**src/rtl/if_fetch_unit_if.sv**
```systemverilog
// Instruction-bus bundle between the fetch stage (master) and instruction memory (slave).
// Single outstanding request; ack may arrive in the same cycle as req.
interface if_fetch_unit_if #(
   parameter int ADDR_WIDTH = 32,
   parameter int DATA_WIDTH = 32
);
   logic                  ibus_req_o;
   logic [ADDR_WIDTH-1:0] ibus_addr_o;
   logic                  ibus_ack_i;
   logic [DATA_WIDTH-1:0] ibus_rdata_i;

   modport master (
      output ibus_req_o,
      output ibus_addr_o,
      input  ibus_ack_i,
      input  ibus_rdata_i
   );

   modport slave (
      input  ibus_req_o,
      input  ibus_addr_o,
      output ibus_ack_i,
      output ibus_rdata_i
   );
endinterface

```
**src/rtl/if_fetch_unit.sv**
```systemverilog
// Instruction-fetch stage: owns the PC, issues single-outstanding bus fetches and presents
// {pc, inst, valid} to IF_ID. A fetch in flight during a jump is drained and its data dropped.
module if_fetch_unit #(
   parameter int                    ADDR_WIDTH = 32,
   parameter int                    DATA_WIDTH = 32,
   parameter logic [ADDR_WIDTH-1:0] RESET_PC   = '0,
   parameter logic [DATA_WIDTH-1:0] NOP_INST   = DATA_WIDTH'(32'h0000_0013)
) (
   input  logic                  clk_i,
   input  logic                  rst_n_i,
   input  logic [5:0]            stall_i,
   input  logic                  flush_jump_i,
   input  logic [ADDR_WIDTH-1:0] new_pc_i,
   if_fetch_unit_if.master       ibus,
   output logic [ADDR_WIDTH-1:0] if_pc_o,
   output logic [DATA_WIDTH-1:0] if_inst_o,
   output logic                  if_valid_o
);

   typedef enum logic [1:0] {IDLE, FETCH, HOLD, DRAIN} state_t;

   state_t                state_q, state_d;
   logic [ADDR_WIDTH-1:0] pc_q, pc_d;
   logic [ADDR_WIDTH-1:0] redirect_q, redirect_d;
   logic [DATA_WIDTH-1:0] buf_q, buf_d;

   logic                  consume;
   logic                  ack;
   logic [ADDR_WIDTH-1:0] jump_target;
   logic [ADDR_WIDTH-1:0] pc_inc;
   logic                  unused_inputs;

   assign consume       = !stall_i[1];
   assign ack           = ibus.ibus_ack_i;
   assign jump_target   = {new_pc_i[ADDR_WIDTH-1:2], 2'b00};
   assign pc_inc        = pc_q + ADDR_WIDTH'(4);
   assign unused_inputs = ^{stall_i[5:2], stall_i[0], new_pc_i[1:0]};

   // The address is always the registered PC, so it cannot move while a request waits for ack.
   assign ibus.ibus_addr_o = pc_q;

   // NOTE: every signal written here gets a default first, so no path leaves one unassigned
   // and no latch is inferred.
   always_comb begin
      state_d         = state_q;
      pc_d            = pc_q;
      redirect_d      = redirect_q;
      buf_d           = buf_q;
      ibus.ibus_req_o = 1'b0;
      if_valid_o      = 1'b0;
      if_inst_o       = NOP_INST;
      if_pc_o         = pc_q;

      unique case (state_q)
         IDLE: begin
            state_d = FETCH;
            if (flush_jump_i) pc_d = jump_target;
         end

         FETCH: begin
            ibus.ibus_req_o = 1'b1;
            if (flush_jump_i) begin
               // A request already on the bus cannot be withdrawn; park the target until it drains.
               if (ack) pc_d = jump_target;
               else begin
                  redirect_d = jump_target;
                  state_d    = DRAIN;
               end
            end else if (ack) begin
               if_valid_o = 1'b1;
               if_inst_o  = ibus.ibus_rdata_i;
               if (consume) pc_d = pc_inc;
               else begin
                  buf_d   = ibus.ibus_rdata_i;
                  state_d = HOLD;
               end
            end
         end

         HOLD: begin
            if (flush_jump_i) begin
               pc_d    = jump_target;
               state_d = FETCH;
            end else begin
               if_valid_o = 1'b1;
               if_inst_o  = buf_q;
               if (consume) begin
                  pc_d    = pc_inc;
                  state_d = FETCH;
               end
            end
         end

         DRAIN: begin
            ibus.ibus_req_o = 1'b1;
            if (ack) begin
               pc_d    = flush_jump_i ? jump_target : redirect_q;
               state_d = FETCH;
            end else if (flush_jump_i) begin
               redirect_d = jump_target;
            end
         end

         default: state_d = IDLE;
      endcase
   end

   // NOTE: state registers use non-blocking assignments so every flop samples pre-edge values.
   always_ff @(posedge clk_i or negedge rst_n_i) begin
      if (!rst_n_i) begin
         state_q    <= IDLE;
         pc_q       <= RESET_PC;
         redirect_q <= RESET_PC;
         buf_q      <= NOP_INST;
      end else begin
         state_q    <= state_d;
         pc_q       <= pc_d;
         redirect_q <= redirect_d;
         buf_q      <= buf_d;
      end
   end

endmodule

```
**src/flat_wrapper.sv**
```systemverilog
// flat-port wrapper written by rule: the top's interface ports become plain ports
module if_fetch_unit_flat 
#(
   parameter int                    ADDR_WIDTH = 32,
   parameter int                    DATA_WIDTH = 32,
   parameter logic [ADDR_WIDTH-1:0] RESET_PC   = '0,
   parameter logic [DATA_WIDTH-1:0] NOP_INST   = DATA_WIDTH'(32'h0000_0013)
)
  (clk_i, rst_n_i, stall_i, flush_jump_i, new_pc_i, if_pc_o, if_inst_o, if_valid_o, ibus_ibus_req_o, ibus_ibus_addr_o, ibus_ibus_ack_i, ibus_ibus_rdata_i);
  if_fetch_unit_if #(.ADDR_WIDTH(ADDR_WIDTH), .DATA_WIDTH(DATA_WIDTH)) ibus_i ();
  input  logic clk_i;
  input  logic rst_n_i;
  input  logic [5:0] stall_i;
  input  logic flush_jump_i;
  input  logic [ADDR_WIDTH-1:0] new_pc_i;
  output logic [ADDR_WIDTH-1:0] if_pc_o;
  output logic [DATA_WIDTH-1:0] if_inst_o;
  output logic if_valid_o;
  output wire logic [$bits(ibus_i.ibus_req_o)-1:0] ibus_ibus_req_o;
  output wire logic [$bits(ibus_i.ibus_addr_o)-1:0] ibus_ibus_addr_o;
  input wire logic [$bits(ibus_i.ibus_ack_i)-1:0] ibus_ibus_ack_i;
  input wire logic [$bits(ibus_i.ibus_rdata_i)-1:0] ibus_ibus_rdata_i;
  assign ibus_ibus_req_o = ibus_i.ibus_req_o;
  assign ibus_ibus_addr_o = ibus_i.ibus_addr_o;
  assign ibus_i.ibus_ack_i = ibus_ibus_ack_i;
  assign ibus_i.ibus_rdata_i = ibus_ibus_rdata_i;
  if_fetch_unit #(.ADDR_WIDTH(ADDR_WIDTH), .DATA_WIDTH(DATA_WIDTH), .RESET_PC(RESET_PC), .NOP_INST(NOP_INST)) u_core (.clk_i(clk_i), .rst_n_i(rst_n_i), .stall_i(stall_i), .flush_jump_i(flush_jump_i), .new_pc_i(new_pc_i), .ibus(ibus_i), .if_pc_o(if_pc_o), .if_inst_o(if_inst_o), .if_valid_o(if_valid_o));
endmodule
```
**config.mk**
```make
export PLATFORM = sky130hd
export DESIGN_NAME = if_fetch_unit_flat
export DESIGN_NICKNAME = d
export VERILOG_FILES = /design/src/rtl/if_fetch_unit_if.sv /design/src/rtl/if_fetch_unit.sv /design/src/flat_wrapper.sv
export SDC_FILE = /design/constraint.sdc
export NUM_CORES = 1
export LEC_CHECK = 0
export ABC_AREA = 1
export ABC_CLOCK_PERIOD_IN_PS = 1750
export CORE_MARGIN = 3
export CORE_UTILIZATION = 35
export CTS_CLUSTER_SIZE = 28
export DETAILED_ROUTE_END_ITERATION = 6
export PLACE_DENSITY = 0.69
export SLEW_MARGIN = 20
export SYNTH_ARGS = -nofsm -noshare
export SYNTH_HDL_FRONTEND = slang
export SYNTH_SLANG_ARGS = --single-unit
```
**constraint.sdc**
```tcl
create_clock -name clk_i -period 1.75 [get_ports clk_i]
set_input_delay 0.2625 -clock clk_i [delete_from_list [all_inputs] [get_ports clk_i]]
set_output_delay 0.2625 -clock clk_i [all_outputs]
set_load 0.02 [all_outputs]
```
# == After elaboration in Yosys (flattened, before gate mapping) ==
# Index checks and enable logic that the tools add are counted.
# totals
reg_bits,98
in_bits,74
output_inout_bits,98
elab_cells,56
# classes
add_sub_neg,1
eq_ne,13
muxes,30
bitwise_logic,1
reduce_logical,7
# op_table
op,n
$mux 32,14
$pmux 32 s2,2
$pmux 32 s4,1
$add 32x3->32 const B,1
$mux 2,7
$ne 2x2->1 const B,6
$ne 3x3->1 const B,4
$pmux 2 s4,1
$reduce_and 4->1,2
$reduce_and 5->1,1
$eq 2x2->1 const B,2
$mux 1,4
$reduce_and 3->1,1
$eq 2x1->1 const B,1
$logic_not 2->1,1
$pmux 1 s2,1
$reduce_bool 2->1,1
$reduce_or 2->1,1
$not 1->1,1

# == Depth between registers and ports, before layout ==
# Gate-level depths: netlist of run 1.
# depth
word_depth,5
ltp_mapped,14
ltp_nobuf,14

# == Least setup slack after synthesis of run 1 ==
# Ideal clock, no wire load.
# synth_path
kind,flip-flop to output port
start,register u_core.state_q[1]
end,output if_inst_o[21]
arrival_time_ns,1.690
t_required_ns,1.487
setup_slack_ns,-0.203
path_stages_with_launch,9
path_buffers,2
cell_sequence,dfrtp_1 inv_1 ha_1 nand2_1 nor2_1 buf_2 buf_2 nand2_1 a21oi_1
# synth_via
elab_chain_len,2
elab_cells_between_ends,3
classes_between,2 x eq/ne; 1 x mux
# synth_lines
element,line,text
start: declaration,if_fetch_unit.sv:22,"state_t state_q, state_d;"
start signal: assignment,if_fetch_unit.sv:116,state_q <= state_d;
$eq 2x2->1 / $eq 2x1->1 (equally long branches),if_fetch_unit.sv:54,unique case (state_q)
$pmux 32 s2 (*),if_fetch_unit.sv:54,
end: declaration,flat_wrapper.sv:17,output logic [DATA_WIDTH-1:0] if_inst_o;
# Every way passes the cells marked *; elsewhere a longest branch is shown, timed or not.

# == Final worst setup path of run 1 ==
# layout_path
start,register u_core.state_q[1]
end,output if_inst_o[9]
# The elaborated chain is that of the path after synthesis.

==> run summary, run 1 <==
status: finished with violations
failing checks: negative setup slack
crit path DAT: 1.84 ns
Leakage Power: 0.00492 uW
crit start category: register
syn_area_per_cell: 7.51 um2
sequential fraction of the synthesis area: 39.9%
Critical-path top delay cell: dfrtp_1
Fmax: 475 MHz
I/O pins: 172
unrepaired setup endpoints after global routing: true
Switching Fraction: 44.4%
share of cells above drive strength 1: 36.1%
Routability Congestion: 0.895
CTS Sinks: 98
pre-CTS WS: -0.569 ns
detailed-route wire length: 22800 um
max_slew headroom: 72.5%
final setup margin: -0.356 ns
# nets final: 1144
r2r endpoint: u_core.ibus.ibus_addr_o[11]
initial antenna violation count: 0
critical path data required time: 1.49 ns
main combinational cell family by area after synthesis: simple AND/OR/NAND/NOR gates
HP Class: in2async
Root Driver: clkbuf_16
fin crit share: 120%
HPWL after detailed placement: 14000 um
top_reg_cell synth: dfrtp_1
Clock Path Buffers: 2
critical path cell sequence: inv_2 > ha_4 > nand2_4 > nor2_4 > buf_6 > buf_16 > nand2_1 > a21oi_2 > buf_4
Rows: 47
Critical Path Sink: if_inst_o[9]
Clock power frac: 11.1%
Setup Viol. Count Final: 127
Synth Area in XOR/XNOR: 0.997%
core area: 0.0169 mm2
die area: 0.0192 mm2
DRC errors left: 0
Synth Area in Adders: 1.22%
Synth Cell Area: 0.00615 mm2
Sequential Power Share: 22.3%
first-pass GRT wire length: 34500 um
post-layout min period: 2.11 ns
CP Launch Point: u_core.state_q[1]
Pint: 10700 uW
CTS tree: done
Die W: 139 um
most common cell after layout, fill and taps aside: nand2_1
Antenna Nets Post-Route: 0
Synth Register Bits: 98
Hold Vio Cnt, Final: 0
Least-Margin Pin Slew: 0.412 ns
GRT Total Usage: 22.1%
Crit. End Element: primary output
EDFF count, synth: 0
Compound-Gate Fraction of Synth Area: 14.6%
Worst R2R Path Depth: 12
CP Class: reg2out
critical path fanouts, max: 6
cts bufs inserted: 9
Area growth syn-to-layout: 70.0%
htree depth: 3
DR pass1 iterations: 5
Worst-path clk slew: 0.07 ns
final-report max-slew violation count: 0
Fin Clk Skew: 0.00801 ns
post-DR vias/cell: 5.23
Synth Net Count: 899
mux cell area share after synthesis: 7.88%
total grt overflow: 0
RR Startpoint: u_core.state_q[1]
Synth cell types: 39
Mapped Cells: 819
ys async rst share: 100%
Die Ht: 139 um
largest net degree at the start of global routing: 30
vias: 6741
combinational share of power: 66.6%
initial drt markers: 507
Antenna Cells: 0
Post-Layout Inst Area: 0.0105 mm2
total negative slack: -22.70 ns
DR WL/cell: 17.7 um
r2r setup slk: -0.29 ns
VDD IR max: 0.00123 V
vias in the first global route: 6571
YS warnings: 0
area of placed instances: 0.00863 mm2
Critical Path Max Stage Delay: 0.40 ns
max-cap check violation count: 0
Simple-Gate Fraction of Synth Area: 24.1%
switching power: 8530 uW
pwr/cell area: 1840 mW/mm2
Clock Latency Late Sink: 0.35 ns
most frequent cells in the layout: nand2_1, dfrtp_1, buf_4
Initial Utilization: 36.4%
Port Buffers: 164
critical path, delay by kind of cell, from the launching register on:
kind                       cells  cell delay (ns)
AOI/OAI and AO/OA              1             0.13
DFF                            1             0.40
buffers and inverters          4             0.53
and+or+nand+nor                3             0.27
adders and majority gates      1             0.17
cells by family (layout without fill, tap and decap cells):
group	after synthesis	count (layout)
buf+inv	142	392
fa+ha+maj	6	6
compound gates	157	157
flops	98	98
simple gates	366	366
xor+xnor	7	7
mux	43	43
power groups by stage:
stage / registers [uW] / logic (uW) / clock network, uW
after CTS: 4230 / 11800 / 2160
after global routing: 4400 / 13700 / 2240
after floorplan: 4460 / 5470 / 0
after global placement: 4190 / 9350 / 0
final: 4290 / 12800 / 2130
after detailed placement: 4230 / 9480 / 0
sequential cells by signal, indices dropped and copies added, names as in the netlist:
name and count:
u_core.buf_q 32, u_core.ibus.ibus_addr_o 32, u_core.redirect_q 32, u_core.state_q 2
synthesized netlist by cell type (3+ instances only):
cell type	number	share of area [%]
inv_2	3	0.18
dfstp_2	3	1.3
a211oi_1	10	1.2
mux2_2	43	7.9
o21ai_0	51	4.2
a221oi_1	11	1.6
nor2_2	6	0.61
clkbuf_1	17	1.0
inv_1	66	4.0
buf_4	32	3.9
nand3_1	49	4.0
buf_1	6	0.37
dfrtp_1	95	39
nand2_1	240	15
a21oi_1	64	5.2
ha_1	6	1.2
buf_6	3	0.55
nor2_1	62	3.8
o21ai_1	8	0.65
buf_2	13	1.1
xor2_1	7	1.0
metrics by stage:
stage / std cells / utilization [%] / hold WS (ns) / total power, uW
3_3_place_gp: 1223 / 51.1 / 0.215 / 13500
2_1_floorplan: 819 / - / -0.0331 / 9930
5_1_grt: 1289 / 61.9 / 0.420 / 20300
3_5_place_dp: 1223 / 51.1 / 0.216 / 13700
6_report: 1289 / 61.9 / 0.391 / 19200
4_1_cts: 1278 / 58.9 / 0.388 / 18200
cell type report:
| cell class | instances | area (um2) |
|---|---|---|
| clock buffers | 12 | 256 |
| clock inverters | 4 | 51.3 |
| fillers | 1369 | 6420 |
| inverters | 71 | 289 |
| multi-input cells | 579 | 3770 |
| flip-flops and latches | 98 | 2460 |
| well taps | 220 | 275 |
| repair buffers | 304 | 3350 |
| repair inverters | 1 | 11.3 |
routing by layer:
layer	up-vias	wire length [um]	GRT usage, %
met5	-	0	0
met4	0	567	7.18
met3	56	1880	6.48
met2	313	11100	36.9
met1	3207	9280	27.6
li1	3165	-	-
what timing repair did:
item | in CTS | in global routing
hold buffers | 1 | 0
pin swaps | 43 | 24
endpoints found under the hold margin | 23 | 0
setup buffers | 27 | 10
endpoints found under the setup margin | 152 | 148
gates resized for setup | 366 | 120
cloned | 15 | 5
worst min path at each step:
stage | slack (ns) | to | cells after the start | start
detailed placement | 0.22 | u_core.redirect_q[16] | 1 | rst_n_i
finish | 0.39 | u_core.redirect_q[16] | 2 | rst_n_i
global route | 0.42 | u_core.redirect_q[16] | 2 | rst_n_i
floorplan | -0.03 | u_core.buf_q[10] | 0 | rst_n_i
global placement | 0.21 | u_core.redirect_q[16] | 1 | rst_n_i
CTS | 0.39 | u_core.redirect_q[16] | 2 | rst_n_i
Note: power is estimated with default switching activity, not from simulation.
==> run 2: changes to the inputs <==
CORE_ASPECT_RATIO = 0.8   (was default)
CORE_UTILIZATION = 45   (was 35)
CTS_BUF_LIST = sky130_fd_sc_hd__clkbuf_4   (was default)
PLACE_DENSITY = 0.84   (was 0.69)
==> run summary, run 2 (synthesis gave the netlist of run 1 again) <==
initial antenna violation count: 2 (+2)
most common cell after layout, fill and taps aside: nand2_1
Worst Path Buf+Inv: 4 (unchanged)
first-pass GRT wire length: 34000 um (-1.5%)
GRT Total Usage: 28.1% (+6.0 points)
failing checks: design-rule violations, negative setup slack
largest net degree at the start of global routing: 99 (+230%)
Setup Viol. Count Final: 130 (+2.4%)
Pint: 8870 uW (-17%)
RR Startpoint: u_core.state_q[0]
Routability Congestion: 0.892 (-0.31%)
CTS Sinks: 98 (unchanged)
Crit. End Element: primary output
DRC errors left: 28 (+28)
fill cell count: 885 (-35%)
Clock Path Buffers: 2 (unchanged)
CTS tree: done
pwr/cell area: 1800 mW/mm2 (-1.9%)
Die W: 137 um (-1.3%)
Top cell by count, worst path: buf_4
Clock power frac: 6.3% (-4.8 points)
r2r setup slk: -0.43 ns (-0.14 ns)
post-DR vias/cell: 5.82 (+11%)
share of cells above drive strength 1: 32.3% (-3.8 points)
Worst-path clk slew: 0.15 ns (+0.08 ns)
total grt overflow: 0 (unchanged)
Port Buffers: 164 (unchanged)
initial drt markers: 946 (+87%)
Sequential Power Share: 25.1% (+2.8 points)
Worst R2R Path Depth: 11 (-1)
DR pass1 iterations: 7 (+2)
max_slew headroom: 60.3% (-12 points)
max-cap check violation count: 0 (unchanged)
CP Class: reg2out
combinational share of power: 68.7% (+2.1 points)
critical path cell sequence: inv_2 > ha_4 > nand2_4 > nor2_4 > buf_4 > clkbuf_16 > nand2_1 > a21oi_1 > buf_4
CP Launch Point: u_core.state_q[1]
Fmax: 429 MHz (-9.6%)
I/O pins: 172 (unchanged)
Critical-path top delay cell: dfrtp_1
HPWL after detailed placement: 13700 um (-2.1%)
final-report max-slew violation count: 0 (unchanged)
post-layout util: 73.0% (+11 points)
cts bufs inserted: 9 (unchanged)
unrepaired setup endpoints after global routing: true
r2r endpoint: u_core.ibus.ibus_addr_o[30]
core area: 0.0131 mm2 (-22%)
Clock Latency Late Sink: 0.49 ns (+0.14 ns)
Root Driver: clkbuf_4
Post-Layout Inst Area: 0.00956 mm2 (-8.6%)
vias: 7093 (+5.2%)
critical path depth in cells: 9 (unchanged)
htree depth: 3 (unchanged)
crit path DAT: 2.07 ns (+0.23 ns)
HP Class: in2async
most frequent cells in the layout: nand2_1, dfrtp_1, buf_4
Die Ht: 111 um (-20%)
Fin Clk Skew: 0.0180 ns (+0.00996 ns)
Area growth syn-to-layout: 55.5%
detailed-route wire length: 24200 um (+6.2%)
Antenna Nets Post-Route: 0 (unchanged)
Critical Path Max Stage Delay: 0.43 ns (+0.03 ns)
crit start category: register
critical path fanouts, max: 7 (+1)
DR WL/cell: 19.8 um (+12%)
die area: 0.0151 mm2 (-21%)
VDD IR max: 0.00101 V (-18%)
Least-Margin Pin Slew: 0.596 ns (+0.183 ns)
critical path data required time: 1.49 ns (about the same)
Switching Fraction: 48.5% (+4.2 points)
area of placed instances: 0.00850 mm2 (-1.5%)
Initial Utilization: 46.9% (+10 points)
# nets final: 1118 (-2.3%)
fin crit share: 133% (+13 points)
status: finished with violations
post-layout min period: 2.33 ns (+0.223 ns)
Crit path max-delay family: buffers and inverters
vias in the first global route: 6678 (+1.6%)
Leakage Power: 0.00444 uW (-9.7%)
Rows: 37 (-21%)
Hold Vio Cnt, Final: 0 (unchanged)
Critical Path Sink: if_inst_o[6]
final setup margin: -0.579 ns (-0.223 ns)
switching power: 8370 uW (-1.9%)
==> run 2: timing repair <==
item                       in CTS  in global routing
pin swaps                      14                 11
hold endpoints to repair       95                  0
setup endpoints to repair     182                126
buffers inserted                9                 13
hold buffers                    1                  0
gates cloned                    8                  2
gates resized for setup       362                 87
==> run 2: metal layers <==
metal  track usage (%)  up-vias  part of all wire, %
met2              43.1      532                   45
met4              11.3        0                  5.9
li1                  -     3116                    -
met5                 0        -                    0
met3              6.28      135                   11
met1              38.5     3310                   39
==> run 2: worst min-delay path by stage <==
stage	to	start	slack [ns]
floorplan	u_core.buf_q[10]	rst_n_i	-0.03
global placement	u_core.buf_q[29]	rst_n_i	0.36
detailed placement	u_core.buf_q[29]	rst_n_i	0.37
CTS	u_core.ibus.ibus_addr_o[7]	new_pc_i[7]	0.33
global route	u_core.ibus.ibus_addr_o[7]	new_pc_i[7]	0.36
finish	u_core.buf_q[29]	rst_n_i	0.32
==> run 2: through the flow <==
stage / TNS [ns] / hold WS, ns / std cells / total power [uW] / setup slack [ns]
6_report: -33.14 / 0.320 / 1219 / 17200 / -0.579
4_1_cts: -19.00 / 0.331 / 1205 / 15900 / -0.484
3_3_place_gp: -31.73 / 0.360 / 1172 / 13500 / -0.510
2_1_floorplan: -0.0221 / -0.0331 / 819 / 9930 / -0.0121
3_5_place_dp: -35.20 / 0.368 / 1172 / 13700 / -0.526
5_1_grt: -38.38 / 0.357 / 1219 / 18200 / -0.628
==> run 2: power groups by stage <==
stage	sequential (uW)	clock (uW)	combinational, uW
finish	4320	1080	11800
global route	4400	1180	12600
CTS	4180	1080	10700
detailed placement	4200	0	9520
global placement	4160	0	9300
floorplan	4460	0	5470
==> run 2: worst min-delay path, cell delays in order <==
cell and delay, ns:
dlygate4sd3_1 0.53, buf_4 0.11, buf_12 0.36
==> run 2: cell type report <==
class / count / area [um2] / area share [%]
repair buffers: 278 / 2810 / 29.4
multi-input cells: 579 / 3660 / 38.3
well taps: 175 / 219 / 2.29
clock buffers: 9 / 67.6 / 0.707
repair inverters: 1 / 7.51 / 0.0785
clock inverters: 6 / 35.0 / 0.366
diodes: 2 / 5.00 / 0.0524
flip-flops and latches: 98 / 2460 / 25.8
inverters: 71 / 288 / 3.01
